File: src/rtl/uart_rx_frame.sv
// UART receiver: 2-FF synchronised rxd, mid-bit sampling, optional parity, one byte per frame.
// Latency: rxd falling edge to strobe = 2 + CLKS_PER_BIT/2 + (9+PARITY_EN)*CLKS_PER_BIT + 1 clocks.
// Backpressure: none; strobes are single-cycle and downstream must capture rx_data when rx_valid is high.
module uart_rx_frame #(
    parameter int CLK_FREQ     = 50000000,
    parameter int BAUD_RATE    = 9600,
    parameter int CLKS_PER_BIT = CLK_FREQ / BAUD_RATE,
    parameter int PARITY_EN    = 0,
    parameter int PARITY_ODD   = 0
) (
    input  logic       clk,
    input  logic       rst,
    input  logic       rxd,
    output logic [7:0] rx_data,
    output logic       rx_valid,
    output logic       frame_err,
    output logic       parity_err,
    output logic       busy
);

    // Wide enough for CLKS_PER_BIT up to 2^20, so the counter never wraps inside a state.
    localparam int CNT_W = 21;
    localparam logic [CNT_W-1:0] CNT_END  = CNT_W'(CLKS_PER_BIT - 1);
    localparam logic [CNT_W-1:0] CNT_HALF = CNT_W'(CLKS_PER_BIT / 2 - 1);

    typedef enum logic [2:0] {
        S_IDLE   = 3'd0,
        S_START  = 3'd1,
        S_DATA   = 3'd2,
        S_PARITY = 3'd3,
        S_STOP   = 3'd4,
        S_DONE   = 3'd5
    } state_t;

    state_t           r_state;
    state_t           w_state_nxt;
    logic             r_sync1;
    logic             r_rxd_s;
    logic [CNT_W-1:0] r_cnt;
    logic [2:0]       r_bit_idx;
    logic [7:0]       r_shift;
    logic             r_par_bit;
    logic             r_stop_bit;
    logic             r_armed;
    logic [7:0]       r_rx_data;
    logic             r_rx_valid;
    logic             r_frame_err;
    logic             r_parity_err;

    logic w_cnt_end;
    logic w_cnt_half;
    logic w_cnt_clr;
    logic w_shift;
    logic w_par_cap;
    logic w_stop_cap;
    logic w_done;
    logic w_par_err;

    assign w_cnt_end  = (r_cnt == CNT_END);
    assign w_cnt_half = (r_cnt == CNT_HALF);

    // Received parity bit must equal XOR of data (even) or its inverse (odd).
    assign w_par_err = (PARITY_EN != 0) &&
                       (r_par_bit != ((^r_shift) ^ (PARITY_ODD != 0)));

    assign rx_data    = r_rx_data;
    assign rx_valid   = r_rx_valid;
    assign frame_err  = r_frame_err;
    assign parity_err = r_parity_err;
    assign busy       = (r_state != S_IDLE);

    // Two-stage synchroniser on the asynchronous line, preset to the idle level.
    always_ff @(posedge clk) begin
        if (!rst) begin
            r_sync1 <= 1'b1;
            r_rxd_s <= 1'b1;
        end else begin
            r_sync1 <= rxd;
            r_rxd_s <= r_sync1;
        end
    end

    // State register.
    always_ff @(posedge clk) begin
        if (!rst) r_state <= S_IDLE;
        else      r_state <= w_state_nxt;
    end

    // Next-state and per-state control strobes.
    always_comb begin
        w_state_nxt = r_state;
        w_cnt_clr   = 1'b0;
        w_shift     = 1'b0;
        w_par_cap   = 1'b0;
        w_stop_cap  = 1'b0;
        w_done      = 1'b0;
        case (r_state)
            S_IDLE: begin
                w_cnt_clr = 1'b1;
                if (!r_rxd_s && r_armed) w_state_nxt = S_START;
            end
            S_START: begin
                if (w_cnt_half) begin
                    w_cnt_clr   = 1'b1;
                    w_state_nxt = r_rxd_s ? S_IDLE : S_DATA;
                end
            end
            S_DATA: begin
                if (w_cnt_end) begin
                    w_cnt_clr = 1'b1;
                    w_shift   = 1'b1;
                    if (r_bit_idx == 3'd7)
                        w_state_nxt = (PARITY_EN != 0) ? S_PARITY : S_STOP;
                end
            end
            S_PARITY: begin
                if (w_cnt_end) begin
                    w_cnt_clr   = 1'b1;
                    w_par_cap   = 1'b1;
                    w_state_nxt = S_STOP;
                end
            end
            S_STOP: begin
                if (w_cnt_end) begin
                    w_cnt_clr   = 1'b1;
                    w_stop_cap  = 1'b1;
                    w_state_nxt = S_DONE;
                end
            end
            S_DONE: begin
                w_cnt_clr   = 1'b1;
                w_done      = 1'b1;
                w_state_nxt = S_IDLE;
            end
            default: w_state_nxt = S_IDLE;
        endcase
    end

    // Bit-period counter, bit index, shift register and captured parity/stop bits.
    // The armed flag blocks a new start while the line is still low after a low stop bit.
    always_ff @(posedge clk) begin
        if (!rst) begin
            r_cnt      <= '0;
            r_bit_idx  <= 3'd0;
            r_shift    <= 8'h00;
            r_par_bit  <= 1'b0;
            r_stop_bit <= 1'b1;
            r_armed    <= 1'b1;
        end else begin
            r_cnt <= w_cnt_clr ? '0 : r_cnt + CNT_W'(1);
            if (r_state == S_START)
                r_bit_idx <= 3'd0;
            else if (w_shift)
                r_bit_idx <= r_bit_idx + 3'd1;
            if (w_shift)    r_shift[r_bit_idx] <= r_rxd_s;
            if (w_par_cap)  r_par_bit          <= r_rxd_s;
            if (w_stop_cap) r_stop_bit         <= r_rxd_s;
            if (w_done)
                r_armed <= r_stop_bit;
            else if (r_rxd_s)
                r_armed <= 1'b1;
        end
    end

    // Result register and single-cycle strobes, issued from the DONE cycle.
    always_ff @(posedge clk) begin
        if (!rst) begin
            r_rx_data    <= 8'h00;
            r_rx_valid   <= 1'b0;
            r_frame_err  <= 1'b0;
            r_parity_err <= 1'b0;
        end else begin
            if (w_done) r_rx_data <= r_shift;
            r_rx_valid   <= w_done && r_stop_bit && !w_par_err;
            r_frame_err  <= w_done && !r_stop_bit;
            r_parity_err <= w_done && w_par_err;
        end
    end

endmodule
File: config.mk
export PLATFORM = sky130hd
export DESIGN_NAME = uart_rx_frame
export DESIGN_NICKNAME = d
export VERILOG_FILES = /design/src/rtl/uart_rx_frame.sv
export SDC_FILE = /design/constraint.sdc
export NUM_CORES = 1
export LEC_CHECK = 0
export BUFFER_PORTS_ARGS = -buffer_cell sky130_fd_sc_hd__buf_2
export CORE_MARGIN = 5
export CORE_UTILIZATION = 45
export CTS_CLUSTER_SIZE = 16
export DETAILED_ROUTE_END_ITERATION = 6
export SLEW_MARGIN = 20
export SYNTH_ARGS = -nofsm -noshare
export SYNTH_HDL_FRONTEND = slang
export SYNTH_SLANG_ARGS = --single-unit
export TNS_END_PERCENT = 100
File: constraint.sdc
create_clock -name clk -period 2.4 [get_ports clk]
set_input_delay 0.48 -clock clk [delete_from_list [all_inputs] [get_ports clk]]
set_output_delay 0.48 -clock clk [all_outputs]
set_load 0.005 [all_outputs]
==> metrics <==
RSZ-0062 raised after global routing=no; cell family with most CP delay=simple AND/OR/NAND/NOR gates; Final setup viols=0; cell area after synthesis=2152 sq um; status=completed; DR DRC count=0; crit-path max FO=7; Die Span X=79.16 um; Metal-1 WL=2316 um; clock share of power=44.7%; first-pass GRT wire length=7548 um; total CTS buffers=5; P_int=1.239 mW; Hold Violations, Final=0; Post-Syn Instances=235; critical path startpoint category=flip-flop; CP cell instances=or3b_1 -> or4_1 -> or2_0 -> or4_1 -> a21oi_1; WP data arrival=2330 ps; I/O Buffers=13; leading area contributor after synthesis=dfxtp_1; synth warn=0; met3 routed WL=197 um; diode count=0; grt ovf=0; vias in the first global route=1,558; Area contributors post-synth=dfxtp_1 (46%), nor2_1 (5.4%), xor2_1 (5.3%); CTS tree=built; drt pass-1 iters=4; share of cells above drive strength 1=13.71%; die height=79.16 um; largest net degree at the start of global routing=16; Reg power frac=53.3%; met2 WL post-DR=1746 um; core footprint=4692 sq um; Comb power frac=2.0%; Net Sw Frac=19.40%; CTS sink count=49; worst vdd ir=0.3294 mV; Design Area, Final=2406 sq um; Clock Pin Slew Worst Setup and Hold Paths=90 ps; RD Place Congestion=0.7648; dpl hpwl=2978 um; PD cells=638.9 nW/um^2; Post-DRT Antenna Nets=0; Top-Level Pins=15; Setup Skew=6.629 ps; DP Area=2266 sq um; die footprint=6266 sq um; Syn-to-layout area delta=11.80%; P_sw=298.2 uW; # nets final=253; WL per Instance=14.28 um; clk root buf=clkbuf_8; Crit. End Element=flip-flop; crit-path most repeated cell=or4_1; slowest stage cell, crit path=or4_1; Slew Limit Fails=0; Syn Nets=241; number of vias in the routed layout=1,716; DR vias/cell=5.682; Starting Density=45.87%; postcts setup bufs=0; Req. time, crit path=2640 ps; DRT iter0 DRCs=142; Max Clk Rate=478.2 MHz; DRT Wirelength=4312 um; slowest cell delay on critical path=440 ps; Final period util=87.13%; worst min path class=in2reg; Sum Neg Setup Slack=0 ps; Crit Path Class=reg2reg; post-synthesis sequential area ratio=45.58%; post-synth top area share=45.58%; Yosys cell types=44; highest routed layer=met4; Synth Register Bits=49; Max-Cap Viols=0; Final min period=2091 ps; H-tree levels=2; Rows=25; worst skew pair latency=300 ps; Pleak=0.8574 nW; Post-Syn Area per Cell=9.158 sq um; Max clock buf depth=2; initial antenna violation count=0; crit path buf inv count=0; Total GRT Usage=15.18%
-- synthesized netlist by cell type (all sizes together) --
cell type and instances:
a21boi 1, a21oi 2, a22o 8, a22oi 1, and2 1, and3 3
and3b 1, and4 5, and4bb 1, buf 6, clkbuf 9, conb 1
dfxtp 49, ha 3, inv 5, mux2i 5, nand2 15, nand2b 4
nand3 10, nand4 8, nand4b 1, nor2 31, nor2b 3, nor3 7
nor4 4, nor4b 2, o2111ai 3, o211a 1, o21a 1, o21ai 4
o2bb2ai 1, o311ai 6, o41ai 5, or2 3, or3 2, or3b 1
or4 2, xnor2 7, xor2 13
-- logic make-up (layout without fill, tap and decap cells) --
logic type | count (synthesis) | count (layout) | synth area share (%)
multiplexers | 5 | 5 | 2.326
buffers and inverters | 20 | 33 | 4.186
flip-flops | 49 | 49 | 45.58
XOR/XNOR | 20 | 20 | 8.140
other | 1 | 1 | 0.1743
AND/OR/NAND/NOR | 104 | 104 | 25.58
adder cells (fa/ha/maj) | 3 | 3 | 1.744
AO/OA/AOI/OAI | 33 | 33 | 12.27
-- through the flow --
| stage | total power, mW | setup WS (ps) | cells | hold slack [ps] | utilization (%) |
|---|---|---|---|---|---|
| CTS | 1.557 | 145.3 | 302 | 344.5 | 51.15 |
| detailed placement | 0.8688 | 187.8 | 294 | 411.6 | 48.29 |
| global placement | 0.8691 | 319.8 | 294 | 388.6 | 48.29 |
| finish | 1.537 | 308.9 | 302 | 357.4 | 51.28 |
| floorplan | 0.8588 | 339.8 | 235 | 386.3 | - |
| global route | 1.600 | 143.8 | 302 | 347.6 | 51.28 |
-- placed cells by master, fill, tap and decap left out, types with 5 or more instances in the layout --
master	count
dfxtp_1	49
nor2_1	31
nand2_1	15
xor2_1	13
buf_2	13
nand3_1	10
nand4_1	8
a22o_1	8
nor3_1	7
xnor2_1	7
buf_4	7
o311ai_0	6
inv_1	5
mux2i_1	5
o41ai_1	5
clkbuf_8	5
-- path summary, 6_finish.rpt --
check / start / depth (start not counted) / slack [ps] / to
max: r_cnt[2] / 5 / 310 / r_state[1]
min: rxd / 2 / 360 / r_sync1
max reg2reg: r_cnt[2] / 5 / 310 / r_state[1]
min reg2reg: r_sync1 / 1 / 430 / r_rxd_s
-- registers in the layout (all words and copies together), names as in the netlist --
| register | flops |
|---|---|
| r_cnt | 21 |
| r_armed | 1 |
| r_stop_bit | 1 |
| r_bit_idx | 3 |
| frame_err | 1 |
| r_sync1 | 1 |
| r_shift | 8 |
| r_rxd_s | 1 |
| r_state | 3 |
| rx_data | 8 |
| rx_valid | 1 |
-- power groups by stage --
stage	logic [mW]	clock network, mW	registers [mW]
6_report	0.0310	0.687	0.819
5_1_grt	0.0344	0.746	0.820
4_1_cts	0.0311	0.707	0.819
3_5_place_dp	0.0309	0	0.838
3_3_place_gp	0.0312	0	0.838
2_1_floorplan	0.0231	0	0.836
-- layout make-up --
class	count	area (sq um)
tap	54	67.56
clock buffer	5	68.82
inverter	5	18.77
fill	456	2286
sequential	49	980.9
multi-input combinational	166	1087
clock inverter	3	65.06
timing repair buffer	20	117.6
-- timing repair --
item / in CTS / in global routing
hold buffers: 0 / 0
endpoints found under the setup margin: 0 / 2
resized for setup: 0 / 1
-- layer usage --
layer  vias to the layer above  GRT usage, %
met2                        37         21.55
met5                         -             0
met3                        11         4.535
li1                        868             -
met1                       800         22.17
met4                         0         4.124
Note: power is estimated with default switching activity, not from simulation.
